### src/rtl/multi_dev_bridge.sv
// CPU-side bridge that decodes accesses onto data memory, N_DEV device windows and an interrupt byte range.
// Define BRIDGE_ERR_EN to build the sticky bus-error flag and its error registers at 0x7f30..0x7f37.
module multi_dev_bridge #(
    parameter int          N_DEV    = 2,
    parameter logic [31:0] DEV_BASE = 32'h0000_7f00,
    parameter int          WAIT_CYC = 1
) (
    input  logic                 clk,
    input  logic                 reset_n,
    input  logic                 pr_req,
    input  logic                 pr_we,
    input  logic [3:0]           pr_byteen,
    input  logic [31:0]          pr_addr,
    input  logic [31:0]          pr_wd,
    output logic [31:0]          pr_rd,
    output logic                 pr_ready,
    output logic [31:0]          dev_addr,
    output logic [31:0]          dev_wd,
    output logic [N_DEV-1:0]     dev_we,
    input  logic [32*N_DEV-1:0]  dev_rd,
    input  logic [31:0]          dm_rdata,
    output logic                 int_byteen,
    output logic                 err_flag
);

    typedef enum logic [1:0] {ST_IDLE, ST_WAIT, ST_RESP} state_e;

    state_e      state_q, state_d;
    logic [3:0]  cnt_q, cnt_d;
    logic [31:0] rdata_q, rdata_d;
    logic [31:0] dev_addr_q, dev_addr_d;
    logic [31:0] dev_wd_q, dev_wd_d;
    logic [1:0]  sel_q, sel_d;

    logic             dm_hit, int_hit, err_hit, dev_hit, unmapped;
    logic [N_DEV-1:0] dev_vec;
    logic [1:0]       dev_idx;
    logic [31:0]      win_base;
    logic [31:0]      idx_word, sel_word;

    logic             ready, err_set, err_clr;
    logic [31:0]      rd, wd_out, addr_out;
    logic [N_DEV-1:0] we_vec;

`ifdef BRIDGE_ERR_EN
    logic        err_flag_q, err_flag_d;
    logic [31:0] err_addr_q, err_addr_d;
`endif

    // INT and error registers take priority should a wide N_DEV overlap them.
    always_comb begin
        dm_hit  = (pr_addr <= 32'h0000_2fff);
        int_hit = (pr_addr >= 32'h0000_7f20) && (pr_addr <= 32'h0000_7f23);
`ifdef BRIDGE_ERR_EN
        err_hit = (pr_addr >= 32'h0000_7f30) && (pr_addr <= 32'h0000_7f37);
`else
        err_hit = 1'b0;
`endif
        dev_vec  = '0;
        dev_idx  = '0;
        win_base = DEV_BASE;
        for (int k = 0; k < N_DEV; k++) begin
            win_base = DEV_BASE + 32'(16 * k);
            if (!int_hit && !err_hit && (pr_addr >= win_base) && ((pr_addr - win_base) < 32'd12)) begin
                dev_vec[k] = 1'b1;
                dev_idx    = 2'(k);
            end
        end
        dev_hit  = |dev_vec;
        unmapped = !(dm_hit || int_hit || err_hit || dev_hit);
    end

    always_comb begin
        idx_word = '0;
        sel_word = '0;
        for (int k = 0; k < N_DEV; k++) begin
            if (dev_idx == 2'(k)) idx_word = dev_rd[32*k +: 32];
            if (sel_q == 2'(k))   sel_word = dev_rd[32*k +: 32];
        end
    end

    always_comb begin
        state_d    = state_q;
        cnt_d      = cnt_q;
        rdata_d    = rdata_q;
        dev_addr_d = dev_addr_q;
        dev_wd_d   = dev_wd_q;
        sel_d      = sel_q;
        ready      = 1'b0;
        rd         = '0;
        we_vec     = '0;
        wd_out     = dev_wd_q;
        addr_out   = dev_addr_q;
        err_set    = 1'b0;
        err_clr    = 1'b0;
        case (state_q)
            ST_IDLE: begin
                if (pr_req) begin
                    if (dev_hit && pr_we) begin
                        ready = 1'b1;
                        if (pr_byteen == 4'b1111) begin
                            we_vec     = dev_vec;
                            wd_out     = pr_wd;
                            addr_out   = pr_addr;
                            dev_wd_d   = pr_wd;
                            dev_addr_d = pr_addr;
                        end else begin
                            err_set = 1'b1;
                        end
                    end else if (dev_hit) begin
                        dev_addr_d = pr_addr;
                        sel_d      = dev_idx;
                        if (WAIT_CYC == 0) begin
                            rdata_d = idx_word;
                            state_d = ST_RESP;
                        end else begin
                            cnt_d   = 4'(WAIT_CYC);
                            state_d = ST_WAIT;
                        end
                    end else begin
                        ready = 1'b1;
                        if (!pr_we && dm_hit) rd = dm_rdata;
`ifdef BRIDGE_ERR_EN
                        if (!pr_we && err_hit) rd = pr_addr[2] ? {31'b0, err_flag_q} : err_addr_q;
`endif
                        err_clr = err_hit && pr_we;
                        err_set = unmapped;
                    end
                end
            end
            ST_WAIT: begin
                cnt_d = cnt_q - 4'd1;
                if (cnt_q <= 4'd1) begin
                    cnt_d   = '0;
                    rdata_d = sel_word;
                    state_d = ST_RESP;
                end
            end
            ST_RESP: begin
                ready   = 1'b1;
                rd      = rdata_q;
                state_d = ST_IDLE;
            end
            default: state_d = ST_IDLE;
        endcase
    end

    // Combinational completions are masked so nothing leaks out while reset is held.
    assign pr_ready   = reset_n & ready;
    assign pr_rd      = reset_n ? rd : '0;
    assign dev_we     = reset_n ? we_vec : '0;
    assign dev_wd     = reset_n ? wd_out : '0;
    assign dev_addr   = reset_n ? addr_out : '0;
    assign int_byteen = reset_n & pr_req & int_hit;

    always_ff @(posedge clk or negedge reset_n) begin
        if (!reset_n) begin
            state_q    <= ST_IDLE;
            cnt_q      <= '0;
            rdata_q    <= '0;
            dev_addr_q <= '0;
            dev_wd_q   <= '0;
            sel_q      <= '0;
        end else begin
            state_q    <= state_d;
            cnt_q      <= cnt_d;
            rdata_q    <= rdata_d;
            dev_addr_q <= dev_addr_d;
            dev_wd_q   <= dev_wd_d;
            sel_q      <= sel_d;
        end
    end

`ifdef BRIDGE_ERR_EN
    // A clearing write beats an error raised in the same cycle.
    always_comb begin
        err_flag_d = err_flag_q;
        err_addr_d = err_addr_q;
        if (err_set) begin
            err_flag_d = 1'b1;
            err_addr_d = pr_addr;
        end
        if (err_clr) err_flag_d = 1'b0;
    end

    always_ff @(posedge clk or negedge reset_n) begin
        if (!reset_n) begin
            err_flag_q <= 1'b0;
            err_addr_q <= '0;
        end else begin
            err_flag_q <= err_flag_d;
            err_addr_q <= err_addr_d;
        end
    end

    assign err_flag = err_flag_q;
`else
    logic err_unused;
    assign err_unused = err_set | err_clr;
    assign err_flag   = 1'b0;
`endif

endmodule

### config.mk
export PLATFORM = sky130hd
export DESIGN_NAME = multi_dev_bridge
export DESIGN_NICKNAME = d
export VERILOG_FILES = /design/src/rtl/multi_dev_bridge.sv
export SDC_FILE = /design/constraint.sdc
export NUM_CORES = 1
export LEC_CHECK = 0
export ABC_CLOCK_PERIOD_IN_PS = 3000
export BUFFER_PORTS_ARGS = -buffer_cell sky130_fd_sc_hd__buf_4
export CAP_MARGIN = 10
export CELL_PAD_IN_SITES_DETAIL_PLACEMENT = 1
export CELL_PAD_IN_SITES_GLOBAL_PLACEMENT = 1
export CORE_MARGIN = 10
export CORE_UTILIZATION = 33
export CTS_BUF_LIST = sky130_fd_sc_hd__clkbuf_4
export CTS_CLUSTER_SIZE = 20
export DETAILED_ROUTE_END_ITERATION = 12
export GPL_TIMING_DRIVEN = 0
export PLACE_DENSITY = 0.9
export SLEW_MARGIN = 30
export SYNTH_ARGS = -nofsm -noshare
export SYNTH_HDL_FRONTEND = slang
export SYNTH_SLANG_ARGS = --single-unit
### constraint.sdc
create_clock -name clk -period 3 [get_ports clk]
set_clock_uncertainty 0.15 [all_clocks]
set_input_delay 0.15 -clock clk [delete_from_list [all_inputs] [get_ports clk]]
set_output_delay 0.15 -clock clk [all_outputs]
set_load 0.01 [all_outputs]
**Word-level counts from Yosys, hierarchy flattened**

Cells that the tools add are included.

- $add $sub $neg: 3
- $mul: 0
- Divide/modulo/power cells: 0
- Magnitude comparators: 8
- Eq/ne operators: 8
- Shift operators: 0
- Muxes and demuxes: 42
- Bitwise operators: 4
- Reductions and logical operators: 19

Operator list:

| kind | count |
|---|---|
| 32-bit 2-to-1 mux | 19 |
| 32-bit by 15-bit >= comparator with 1-bit output, second input constant | 3 |
| 32-bit by 4-bit less-than comparator with 1-bit output, second input constant | 2 |
| 32-bit one-hot mux with 2 select lines | 1 |
| 32-bit by 15-bit subtractor with 32-bit output, second input constant | 2 |
| 32-bit by 14-bit <= comparator with 1-bit output, second input constant | 1 |
| 32-bit by 15-bit <= comparator with 1-bit output, second input constant | 1 |
| 2-bit 2-to-1 mux | 9 |
| 4-bit 2-to-1 mux | 4 |
| 4-bit AND reduction | 3 |
| 2-bit != test, second input constant | 4 |
| 4-bit one-hot mux with 2 select lines | 1 |
| 1-bit logical AND | 7 |
| 1-bit 2-to-1 mux | 6 |
| 2-bit by 1-bit equality test with 1-bit output, second input constant | 2 |
| 4-bit equality test, second input constant | 1 |
| 4-bit by 1-bit <= comparator with 1-bit output, second input constant | 1 |
| 2-bit logical NOT | 2 |
| 2-bit one-hot mux with 2 select lines | 1 |
| 2-bit nonzero test | 2 |
| 4-bit by 1-bit subtractor with 4-bit output, second input constant | 1 |
| 1-bit AND | 3 |
| 3-bit AND reduction | 1 |
| 2-bit equality test, second input constant | 1 |
| 5 further kinds | 6 |

- Register bits: 104
- Latch bits: 0
- RAM bits: 0
- Memory bits (read-only): 0
- Input port bits: 168
- Output and inout port bits: 101
- Logic and storage cells: 90
- Memories: 0

**Longest topological paths before layout**

- Depth in word-level cells: 12
- Gate-level depth with buffers: 10

**Worst setup path after synthesis**

OpenSTA, ideal clock, no wires.

- Kind: input port to output port
- Start point: input port pr_addr[29]
- End point: output port dev_wd[20]
- Arrival: 2.176 ns
- Data required time: 2.700 ns
- Setup slack: 0.524 ns
- Stages: 9
- Path through: or4_1 -> nor4_1 -> o2111ai_1 -> nor4_1 -> a31o_2 -> buf_6 -> buf_6 -> nand3_1 -> a21oi_1

- Word-level cells in the longest chain between the ends: 12
- Elaborated cells between the ends (all ways): 22
- Classes of those cells: add/sub: 2; order compare: 6; mux: 6; reduce/logical: 8

Ends and longest elaborated chain:

| item | line | text |
|---|---|---|
| start, declared | 13 | `input logic [31:0] pr_addr,` |
| parallel branches: the longest is 6 deep, another holds 32-bit by 15-bit subtractor with 32-bit output | n/a |  |
| 2-bit OR reduction (*) | 69 | `dev_hit = \|dev_vec;` |
| 1-bit logical AND (*) | 99 | `if (dev_hit && pr_we) begin` |
| 32-bit 2-to-1 mux (*) (2 in a row) | n/a |  |
| 32-bit 2-to-1 mux (*) | 96 | `case (state_q)` |
| 32-bit 2-to-1 mux (*) | 152 | `assign dev_wd = reset_n ? wd_out : '0;` |
| end, declared | 18 | `output logic [31:0] dev_wd,` |

Mark *: on every way between the ends.

**Final worst setup path**

- Start point: input port pr_addr[29]
- End point: output port dev_wd[26]

Same word-level chain as after synthesis.

==> run metrics <==
status complete, but fails checks; violated checks negative setup slack; core area between 15000 and 20000 um2; vias in the first global route between 7000 and 8000; clock latency on the worst-skew pair ~0.51 ns; TritonCTS clock tree built; clk buf depth 2; final period utilization 1.05; nets ~1200; Post-Synthesis Cells 642; reg2reg start sel_q[0]$_DFFE_PN0P_; First DRT Iteration DRCs 430; DRC 0; WP data required between 2 and 3 ns; GRT Resource Usage Total 0.254; syn nets between 800 and 900; layout cells sized above 1 0.343; cell taking the most area after synthesis dfrtp_1; H-Tree Depth 3; commonest cells after routing, fill and taps aside buf_4, dlygate4sd3_1, dfrtp_1; Layout Utilization 0.570; proportion of netlist area held by the largest area contributor 0.454; Final Worst Setup Slack -0.143 ns; Clk Tree Root Cell clkbuf_4; Max Fanout on Critical Path 10; reg2reg setup slack approximately 0.30 ns; top sig layer met4; met2 WL 16.2 mm; Synth Register Bits ~100; GRT overflow 0; max-slew violation count 0; Clock Sinks between 100 and 150; Via density between 5 and 6; Die Y approximately 150 um; FILL cells 1935; Routed Antenna Nets 0; Setup Crit Path Kind primary input to output port; Worst-path clk slew ~0.18 ns; IO Port Bufs approximately 270; sequential cell area fraction in the yosys report 0.454; # IOs around 270; startpoint class of the critical path primary input; Met1 Wirelength 10.9 mm; num rows 47; power per cell area 298 nW/um2; Fin. Hold Viols 0; Post-Route WL 30.7 mm; Lkg Pwr between 4 and 5 nW; area occupied by multi-input gates between 3000 and 4000 um2; unrepaired setup endpoints after global routing true; synthesized area per cell 8.84 um2; dpl hpwl approximately 19 mm; length in cells of the worst reg-to-reg path 5; global-route wire length before repair between 40 and 50 mm; Hold Path Class primary input to asynchronous set/reset pin; Setup violations, final 10; via count 7000; FMAX 0.318 GHz; Crit. End Element output port; Netlist cell types between 50 and 60; initial core utilization 0.340; antenna violations before repair 1; DRT Pass-1 Iters 5; commonest non-fill, non-tap cell in the layout buf_4; Die Footprint 22800 um2; synthesized cell area 5670 um2; Slew @ Worst Pin 0.825 ns; Max-cap violations 0; Ys Warns 0; drt wl/cell ~24 um; Die W 151 um; GP Congestion 0.880; WP data arrival about 2.8 ns; storage element area around 2600 um2; min cycle time layout between 3 and 4 ns; Slew HR 0.450; synth top area cells dfrtp_1, a21oi_1, mux2i_1, nor2_1, a22oi_1; maximum VDD drop roughly 0.00027 V; r2r endpoint rdata_q[6]$_DFFE_PN0P_; metal3 WL about 2.2 mm; Layout area overhead 67.9%; pin count of the biggest net entering global routing between 100 and 150; Setup TNS -0.274 ns; CTS Buf Count 9
Yosys cell counts, drive strengths merged:
cell type  number
a22oi          33
xor2            1
and4b           1
or2b            1
ha              2
mux2i          33
nand2          39
nand2b         10
dfrtp         103
nor3b           1
a21boi          1
nor2           69
o21ba           1
xnor2           1
nand3          44
o21a            9
nor3           13
a211oi          1
a211o           3
a21o            2
o31ai           1
clkbuf         38
or3             2
o22ai           3
o211ai          3
nor4b           2
nor2b           2
conb            1
or4             3
a31oi           3
inv             7
and4            2
o21ai          44
nand4           4
and2           22
mux2            5
a21oi          77
a31o            1
o22a            1
o2111ai         4
nor4           11
buf            14
and3           24
area by class of cell:
| class | instances | share of cell area |
|---|---|---|
| Multi-Input combinational cell | 480 | 0.318 |
| Sequential cell | 103 | 0.271 |
| Inverter | 7 | 0.00276 |
| Clock buffer | 9 | 0.00709 |
| Antenna cell | 2 | 0.000525 |
| Clock inverter | 7 | 0.0122 |
| Timing Repair Buffer | 381 | 0.330 |
| Buffer | 52 | 0.0301 |
| Tap cell | 220 | 0.0289 |
timing repair:
| action | CTS | global route |
|---|---|---|
| buffers inserted | 5 | 3 |
| pin swaps | 5 | 6 |
| endpoints found under the hold margin | 174 | 1 |
| resized for setup | 27 | 66 |
| setup endpoints to repair | 98 | 94 |
| hold buffers | 106 | 1 |
sequential cells by signal, indices dropped and copies added, names as in the netlist:
register    flops
state_q         2
dev_addr_q     32
rdata_q        32
dev_wd_q       32
cnt_q           4
sel_q           1
power breakdown:
| part | internal (W) | switching [W] |
|---|---|---|
| registers | 0.00141 | 0.0000168 |
| logic | 0.000274 | 0.000216 |
| clock network | 0.000359 | 0.000563 |
| total | 0.00204 | 0.000796 |
how the worst max path moves through the flow:
stage	startpoint	endpoint	depth (start not counted)
6_report	pr_addr[29]	dev_wd[26]	11
3_5_place_dp	pr_addr[4]	dev_wd[16]	10
4_1_cts	state_q[0]$_DFFE_PN0P_	pr_rd[13]	10
5_1_grt	pr_addr[29]	dev_wd[26]	11
3_3_place_gp	state_q[0]$_DFFE_PN0P_	pr_rd[15]	9
2_1_floorplan	pr_addr[29]	dev_wd[20]	9
kinds of logic after synthesis:
family | Yosys count | share of synthesized area
AOI/OAI and AO/OA | 187 | 0.198
and+or+nand+nor | 250 | 0.224
buffers and inverters | 59 | 0.0461
adders and majority gates | 2 | 0.00441
DFF | 103 | 0.454
muxes | 38 | 0.0701
xor gates and xnor gates | 2 | 0.00309
other | 1 | 0.000661
layer usage:
layer | global-route usage | vias up
met5 | 0 | -
met4 | 0.119 | 0
met3 | 0.0776 | 91
met2 | 0.460 | 298
met1 | 0.261 | 3516
li1 | - | 3095
metrics by stage:
step                      hold slack [ns]  total power, W  cell area, um2  setup slack (ns)  std cells
after floorplan                    -0.296         0.00153            5670             0.524        642
after global placement              0.232         0.00178            7950            -0.422       1128
after detailed placement            0.127         0.00179            7960            -0.349       1128
after CTS                          0.0801         0.00280            9340           0.00907       1255
after global routing                0.153         0.00295            9530            -0.222       1261
final                               0.122         0.00284            9530            -0.143       1261
critical path, cell delays in order:
cell and delay [ns]:
buf_4 0.13, or4_4 0.54, nor4_4 0.25, o2111ai_2 0.23, nor4_1 0.29, a31o_2 0.30
buf_6 0.17, buf_6 0.16, nand3_1 0.14, a21oi_1 0.27, buf_4 0.18
(Power assumes the default switching activity.)
